## src/rtl/tree_accum_pkg.sv

```systemverilog
// Shared types and helpers for the tree adder result path.
package tree_accum_pkg;

    typedef enum logic [1:0] {
        IDLE  = 2'd0,
        ACCUM = 2'd1,
        HOLD  = 2'd2
    } state_t;

    // Widest accumulator the extend helper can produce.
    localparam int unsigned EXT_W = 64;

    // Extend the low in_width bits of data to EXT_W bits, sign- or zero-filling above.
    function automatic logic [EXT_W-1:0] extend(
        input logic [EXT_W-1:0] data,
        input int unsigned      in_width,
        input logic             signed_mode
    );
        logic [EXT_W-1:0] mask;
        logic             sign_bit;
        mask     = (in_width >= EXT_W) ? '1 : ((EXT_W'(1) << in_width) - EXT_W'(1));
        sign_bit = signed_mode & (|(data & mask & ~(mask >> 1)));
        extend   = (data & mask) | (sign_bit ? ~mask : '0);
    endfunction

endpackage

```

## src/rtl/partial_sum_accumulator.sv

```systemverilog
// Folds a stream of tree-adder partial sums into one result per in_last-delimited group,
// with valid/ready on both sides and a registered result port.
module partial_sum_accumulator
    import tree_accum_pkg::*;
#(
    parameter int unsigned IN_WIDTH  = 10,
    parameter int unsigned ACC_WIDTH = 32,
    parameter int unsigned MAX_COUNT = 16
) (
    input  logic                               clk,
    input  logic                               rst,
    input  logic                               in_valid,
    output logic                               in_ready,
    input  logic [IN_WIDTH-1:0]                in_data,
    input  logic                               in_last,
    input  logic                               signedAddition,
    output logic                               out_valid,
    input  logic                               out_ready,
    output logic [ACC_WIDTH-1:0]               out_data,
    output logic [$clog2(MAX_COUNT+1)-1:0]     out_beats,
    output logic                               out_overflow
);

    localparam int unsigned CNT_W = $clog2(MAX_COUNT + 1);

    if (ACC_WIDTH < IN_WIDTH || MAX_COUNT < 1 || ACC_WIDTH > EXT_W) begin : g_param_check
        $fatal(1, "partial_sum_accumulator: illegal parameters");
    end

    state_t                 r_state;
    state_t                 w_next_state;
    logic [ACC_WIDTH-1:0]   r_acc;
    logic [CNT_W-1:0]       r_count;
    logic                   r_ovf;
    logic                   r_mode;
    logic [ACC_WIDTH-1:0]   r_out_data;
    logic [CNT_W-1:0]       r_out_beats;
    logic                   r_out_overflow;

    logic                   w_accept;
    logic                   w_first;
    logic                   w_mode;
    logic [ACC_WIDTH-1:0]   w_ext;
    logic [ACC_WIDTH-1:0]   w_base;
    logic [ACC_WIDTH:0]     w_sum_full;
    logic [ACC_WIDTH-1:0]   w_sum;
    logic                   w_beat_ovf;
    logic [CNT_W-1:0]       w_count_next;
    logic                   w_ovf_next;
    logic                   w_close;

    assign out_valid    = (r_state == HOLD);
    assign in_ready     = !out_valid || out_ready;
    assign out_data     = r_out_data;
    assign out_beats    = r_out_beats;
    assign out_overflow = r_out_overflow;

    // Any beat accepted outside ACCUM opens a fresh group and never sees the stale sum.
    assign w_accept     = in_valid && in_ready;
    assign w_first      = (r_state != ACCUM);
    assign w_mode       = w_first ? signedAddition : r_mode;
    assign w_ext        = ACC_WIDTH'(extend(EXT_W'(in_data), IN_WIDTH, w_mode));
    assign w_base       = w_first ? '0 : r_acc;
    assign w_sum_full   = {1'b0, w_base} + {1'b0, w_ext};
    assign w_sum        = w_sum_full[ACC_WIDTH-1:0];
    assign w_count_next = w_first ? CNT_W'(1) : r_count + CNT_W'(1);
    assign w_close      = in_last || (w_count_next == CNT_W'(MAX_COUNT));

    // Signed wrap: like-signed operands giving an opposite-signed sum; unsigned wrap: carry out.
    always_comb begin
        w_beat_ovf = 1'b0;
        if (!w_first) begin
            if (w_mode) begin
                w_beat_ovf = (w_base[ACC_WIDTH-1] == w_ext[ACC_WIDTH-1]) &&
                             (w_sum[ACC_WIDTH-1] != w_base[ACC_WIDTH-1]);
            end else begin
                w_beat_ovf = w_sum_full[ACC_WIDTH];
            end
        end
    end

    assign w_ovf_next = (!w_first && r_ovf) || w_beat_ovf;

    always_comb begin
        w_next_state = r_state;
        case (r_state)
            IDLE: begin
                if (w_accept) begin
                    w_next_state = w_close ? HOLD : ACCUM;
                end
            end
            ACCUM: begin
                if (w_accept && w_close) begin
                    w_next_state = HOLD;
                end
            end
            HOLD: begin
                if (out_ready) begin
                    if (w_accept) begin
                        w_next_state = w_close ? HOLD : ACCUM;
                    end else begin
                        w_next_state = IDLE;
                    end
                end
            end
            default: w_next_state = IDLE;
        endcase
    end

    always_ff @(posedge clk) begin
        if (rst) begin
            r_state        <= IDLE;
            r_acc          <= '0;
            r_count        <= '0;
            r_ovf          <= 1'b0;
            r_mode         <= 1'b0;
            r_out_data     <= '0;
            r_out_beats    <= '0;
            r_out_overflow <= 1'b0;
        end else begin
            r_state <= w_next_state;
            if (w_accept) begin
                r_acc   <= w_sum;
                r_count <= w_count_next;
                r_ovf   <= w_ovf_next;
                r_mode  <= w_mode;
                if (w_close) begin
                    r_out_data     <= w_sum;
                    r_out_beats    <= w_count_next;
                    r_out_overflow <= w_ovf_next;
                end
            end
        end
    end

endmodule

```

## config.mk

```make
export PLATFORM = sky130hd
export DESIGN_NAME = partial_sum_accumulator
export DESIGN_NICKNAME = d
export VERILOG_FILES = /design/src/rtl/tree_accum_pkg.sv /design/src/rtl/partial_sum_accumulator.sv
export SDC_FILE = /design/constraint.sdc
export NUM_CORES = 1
export LEC_CHECK = 0
export BUFFER_PORTS_ARGS = -buffer_cell sky130_fd_sc_hd__buf_2
export CAP_MARGIN = 40
export CORE_ASPECT_RATIO = 0.7
export CORE_UTILIZATION = 60
export CTS_CLUSTER_SIZE = 20
export DETAILED_ROUTE_END_ITERATION = 10
export PLACE_DENSITY = 0.88
export SLEW_MARGIN = 30
export SYNTH_ARGS = -nofsm -noshare
export SYNTH_HDL_FRONTEND = slang
export SYNTH_SLANG_ARGS = --single-unit
```

## constraint.sdc

```tcl
create_clock -name clk -period 5.97 [get_ports clk]
set_input_delay 0.2985 -clock clk [delete_from_list [all_inputs] [get_ports clk]]
set_output_delay 0.2985 -clock clk [all_outputs]
set_load 0.005 [all_outputs]
```

# Yosys cells after proc, flatten, opt, wreduce, memory -nomap -nowiden
# Cells that the tools add are included.
word_totals:
  output_inout_bits: 40
  in_bits: 16
  reg_bits: 79
  word_cells: 45
op_classes:
  mux: 12
  eq_ne: 9
  add_sub_neg: 2
  bitwise_logic: 2
  reduce_logical: 12
ops:
  columns: ["op", "count"]
  rows:
  - ["$mux W32", 2]
  - ["$add A32 B32 Y33", 1]
  - ["$or A10 B32 Y32", 1]
  - ["$mux W2", 5]
  - ["$pmux W2 S3", 1]
  - ["$add A5 B1 Y5 const B", 1]
  - ["$eq A5 B5 Y1 const B", 1]
  - ["$mux W5", 1]
  - ["$logic_and A1 B1 Y1", 4]
  - ["$ne A2 B1 Y1 const B", 2]
  - ["$ne A2 B2 Y1 const B", 2]
  - ["$logic_or A1 B1 Y1", 3]
  - ["$mux W1", 3]
  - ["$reduce_and A3 Y1", 1]
  - ["$eq A2 B1 Y1 const B", 1]
  - ["$eq A2 B2 Y1 const B", 1]
  - ["$logic_not A1 Y1", 2]
  - ["$logic_not A2 Y1", 1]
  - ["$reduce_and A2 Y1", 1]
  - ["$and A1 B1 Y1", 1]
  - ["$eq A1 B1 Y1", 1]
  - ["$ne A1 B1 Y1", 1]

# Depth between registers and ports, before layout
logic_depth:
  word_depth: 11
  ltp_mapped: 20
  depth_no_buf: 13

# Worst setup path after synthesis
# OpenSTA, ideal clock, no wires.
synth_path:
  kind: "register to register"
  start: "reg r_state[1]"
  end: "reg r_acc[29]"
  period_less_slack_ns: 4.597
  n_path_buf: 7
  setup_time_ns: 0.095
  path_stages_with_launch: 20
  path_slack_ns: 1.373
  arrival_ns: 4.502
  required_ns: 5.875
  path_cell_list: "dfxtp_1 > and2b_1 > buf_2 > buf_2 > buf_2 > buf_1 > clkbuf_1 > clkbuf_1 > and2_1 > ha_1 > clkbuf_1 > and2_1 > a211o_1 > a31oi_4 > nand3_1 > o21a_1 > o31a_1 > nor3b_1 > or4_1 > o311ai_1"
synth_between:
  elab_chain_len: 6
  elab_cells_between_ends: 11
  classes_between: "add/sub (1); eq/ne (2); mux (3); bitwise (2); reduce/logical (3)"
synth_lines:
  columns: ["element", "line_no", "source"]
  rows:
  - ["start, declared", "partial_sum_accumulator.sv:30", "state_t r_state;"]
  - ["start signal, assigned", "partial_sum_accumulator.sv:121", "r_state <= w_next_state;"]
  - ["$ne A2 B1 Y1", "partial_sum_accumulator.sv:60", "assign w_first = (r_state != ACCUM);"]
  - ["$mux W1", "partial_sum_accumulator.sv:61", "assign w_mode = w_first ? signedAddition : r_mode;"]
  - ["$and A1 B1 Y1", "tree_accum_pkg.sv:22", "sign_bit = signed_mode & (|(data & mask & ~(mask >> 1)));"]
  - ["$mux W32", "tree_accum_pkg.sv:23", "extend = (data & mask) | (sign_bit ? ~mask : '0);"]
  - ["$or A10 B32 Y32", "tree_accum_pkg.sv:23", null]
  - ["$add A32 B32 Y33", "partial_sum_accumulator.sv:64", "assign w_sum_full = {1'b0, w_base} + {1'b0, w_ext};"]
  - ["end signal, assigned", "partial_sum_accumulator.sv:123", "r_acc <= w_sum;"]
  - ["end, declared", "partial_sum_accumulator.sv:32", "logic [ACC_WIDTH-1:0] r_acc;"]
# Several ways; a longest one is shown, not always the timed one.
# A chain may end at the register's enable or synchronous reset.

# Worst setup path in the final report
# Same ends and word-level chain as after synthesis.

==> run_results.csv <==
group,metric,value,unit
status,status,"complete, no violations",
logic_synthesis,syn_area_per_cell,7.359,µm²
setup_path,r2r-start,"r_state[1]",
route,viasPerCell,6.513,
floorplanning,core_area,0.008688,mm²
placement,dp_slack,1.255,ns
clock_tree,postCtsSetupRepairBufs,0,
logic_synthesis,ys_seq_area_share,28.58,%
setup_path,crit_required,6.21,ns
logic_synthesis,async_reset_ff_share,0,%
sta,period_share,82.07,%
setup_path,r2r_cells,13,
clock_tree,ctsResizeCount,0,
placement,port_buffers,55,
floorplanning,die_area,0.009618,mm²
placement,hpwl,10.90,mm
route,routed_wl,16.12,mm
hold_path,hp-class,"in -> reg",
sta,timing.final.ws_setup,1.071,ns
job,cap_violations,0,
logic_synthesis,synth-main-ff-cell,"dfxtp_1",
sta,setup_viol,0,
logic_synthesis,synth.distinct_cells,74,
clock_tree,postCtsHoldBufs,0,
placement,place_inst,873,
sta,worstMarginPinSlew,0.7828,ns
route,drt_pre_antenna_iters,5,
setup_path,cp-start-kind,"flop",
sta,hold_violations,0,
floorplanning,num_io_pins,56,
route,drt-initial-drc-count,739,
logic_synthesis,syn-instance-count,752,
grt,grt_pass1_wl,25.35,mm
logic_synthesis,synth_area_leaders,"dfxtp_1 29%, nand2_1 8.1%, a21oi_1 6.8%",
logic_synthesis,synth_seq_cells,79,
floorplanning,die_h,82.35,µm
route,ant_nets,0,
logic_synthesis,synth-edff-count,0,
cells_and_area,fin_nets,800,
logic_synthesis,synth_most_common_cell,"nand2_1",
logic_synthesis,synth_top_area_cell,"dfxtp_1",
route,num_vias,5797,
clock_tree,cts_max_level,3,
clock_tree,cts-root-buf,"clkbuf_16",
logic_synthesis,yosysWarnings,0,
power_and_ir_drop,vdd_drop_max,0.1542,mV
cells_and_area,area_delta_synth_final,10.74,%
cells_and_area,fin_cells,890,
setup_path,startpoint,"r_state[1]",
logic_synthesis,syn_nets,787,
sta,fmax,204.1,MHz
setup_path,cp.arrival,5.14,ns
floorplanning,rows,28,
setup_path,r2r_slack,1.07,ns
route,drc,0,
cells_and_area,drive_gt1_share,12.73,%
clock_tree,clkSinkCount,79,
setup_path,r2r_end,"r_acc[29]",
sta,period_minus_slack,4.899,ns
setup_path,crit_type,"reg -> reg",
grt,antenna_found_initial,0,
floorplanning,die_x,116.8,µm
placement,gp_congestion,0.9869,
sta,skew,0.005880,ns
clock_tree,cts_made_buffers,9,
logic_synthesis,synth_commonest_cells,"120 x nand2_1, 79 x dfxtp_1, 75 x a21oi_1",
sta,setup_tns,0,ns
logic_synthesis,synthesis.area,0.005534,mm²
sta,timing.slew.headroom,46.99,%
grt,grtUsageTotal,34.07,%
logic_synthesis,yosysTopAreaCellShare,28.58,%
power_and_ir_drop,power_density,235.5,mW/mm²
clock_tree,clk_pin_slew,0.07,ns
sta,rsz0062_at_grt,"false",
grt,grt_pass1_vias,5217,
clock_tree,clockBufferDepth,2,
floorplanning,initial_core_util,63.70,%
setup_path,path_max_fanout,25,
setup_path,critical_path.endpoint,"r_acc[29]",
sta,slew_violations,0,
clock_tree,clock_latency,0.35,ns
cells_and_area,insertedDiodeCount,0,
grt,grt_max_degree,87,
grt,gr-total-overflow,0,
clock_tree,cts_tree,"done",
setup_path,worstSetupEndpointType,"flop",
route,wl_per_cell,18.12,µm
power_and_ir_drop,p_leak,2.412,nW
per-layer routing:
metal | vias up | GRT usage, % | share of wire, %
met5 | - | 0 | 0
met4 | 0 | 12.41 | 1.7
met3 | 33 | 7.080 | 9.4
met2 | 318 | 54.08 | 45
met1 | 2717 | 45.85 | 44
li1 | 2729 | - | -
critical path: stages (launching register included):
cell       delay [ns]
dfxtp_1          0.54
and4b_1          0.35
a21oi_4          0.63
inv_2            0.30
ha_1             0.54
and2_1           0.25
o2111ai_1        0.12
mux2_2           0.31
a211oi_2         0.23
o21a_1           0.25
o31a_1           0.32
nor3b_1          0.45
nor2_1           0.16
o311ai_1         0.32
registers in the layout, summed over array words and instances (netlist names):
signal        flops
out_beats         5
out_data         32
out_overflow      1
r_acc            32
r_count           5
r_mode            1
r_ovf             1
r_state           2
how the worst min path moves through the flow:
stage                   startpoint           end  depth (start not counted)  slack, ns
floorplan                 r_acc[0]      r_acc[0]                          2       0.43
global placement          r_acc[0]      r_acc[0]                          2       0.44
detailed placement    out_data[24]  out_data[24]                          2       0.44
CTS                        in_last  out_beats[3]                          3       0.26
global route        signedAddition        r_mode                          3       0.28
finish              signedAddition        r_mode                          3       0.26
report_power, final:
| part | leakage, nW | switching (mW) | internal, mW |
|---|---|---|---|
| registers | 0.646 | 0.0305 | 0.556 |
| clock network | 0.153 | 0.241 | 0.370 |
| logic | 1.61 | 0.157 | 0.0892 |
| total | 2.41 | 0.429 | 1.01 |
cells in the final DEF (no fill, tap or decap), types with 12 or more instances in the layout:
cell and instances:
dfxtp_1 79, o21ai_0 47, nand2_1 120, nand3_1 20, nor3_1 12, o211ai_1 12
xnor2_1 24, xor2_1 13, a21oi_1 75, and2_1 28, a211oi_1 24, buf_2 55
ha_1 18, nor2_1 63
cell families (layout without fill, tap and decap cells):
logic type	count (synthesis)	in the layout	synth area share, %
adder cells (fa/ha/maj)	22	22	4.974
multiplexers	3	3	0.5652
AND/OR/NAND/NOR	304	304	26.14
XOR/XNOR	37	37	5.856
flip-flops	79	79	28.58
buffers and inverters	73	91	5.630
AO/OA/AOI/OAI	234	234	28.26
per-stage QoR:
| stage | hold slack [ns] | cell area (µm²) | total power, mW | util (%) |
|---|---|---|---|---|
| 2_1_floorplan | 0.4317 | 5534 | 0.7637 | - |
| 3_3_place_gp | 0.4376 | 5743 | 0.8234 | 66.10 |
| 3_5_place_dp | 0.4434 | 5786 | 0.8340 | 66.59 |
| 4_1_cts | 0.2583 | 6108 | 1.433 | 70.31 |
| 5_1_grt | 0.2802 | 6128 | 1.491 | 70.54 |
| 6_report | 0.2566 | 6128 | 1.443 | 70.54 |
final cells by class:
type,count,area (µm²)
clock buffer,10,229.0
inverter,11,41.29
timing repair buffer,64,382.9
fill,710,2560
tap,120,150.1
multi-input combinational,600,3650
clock inverter,6,93.84
sequential,79,1582
No activity file was read; power rests on OpenSTA's default activity.
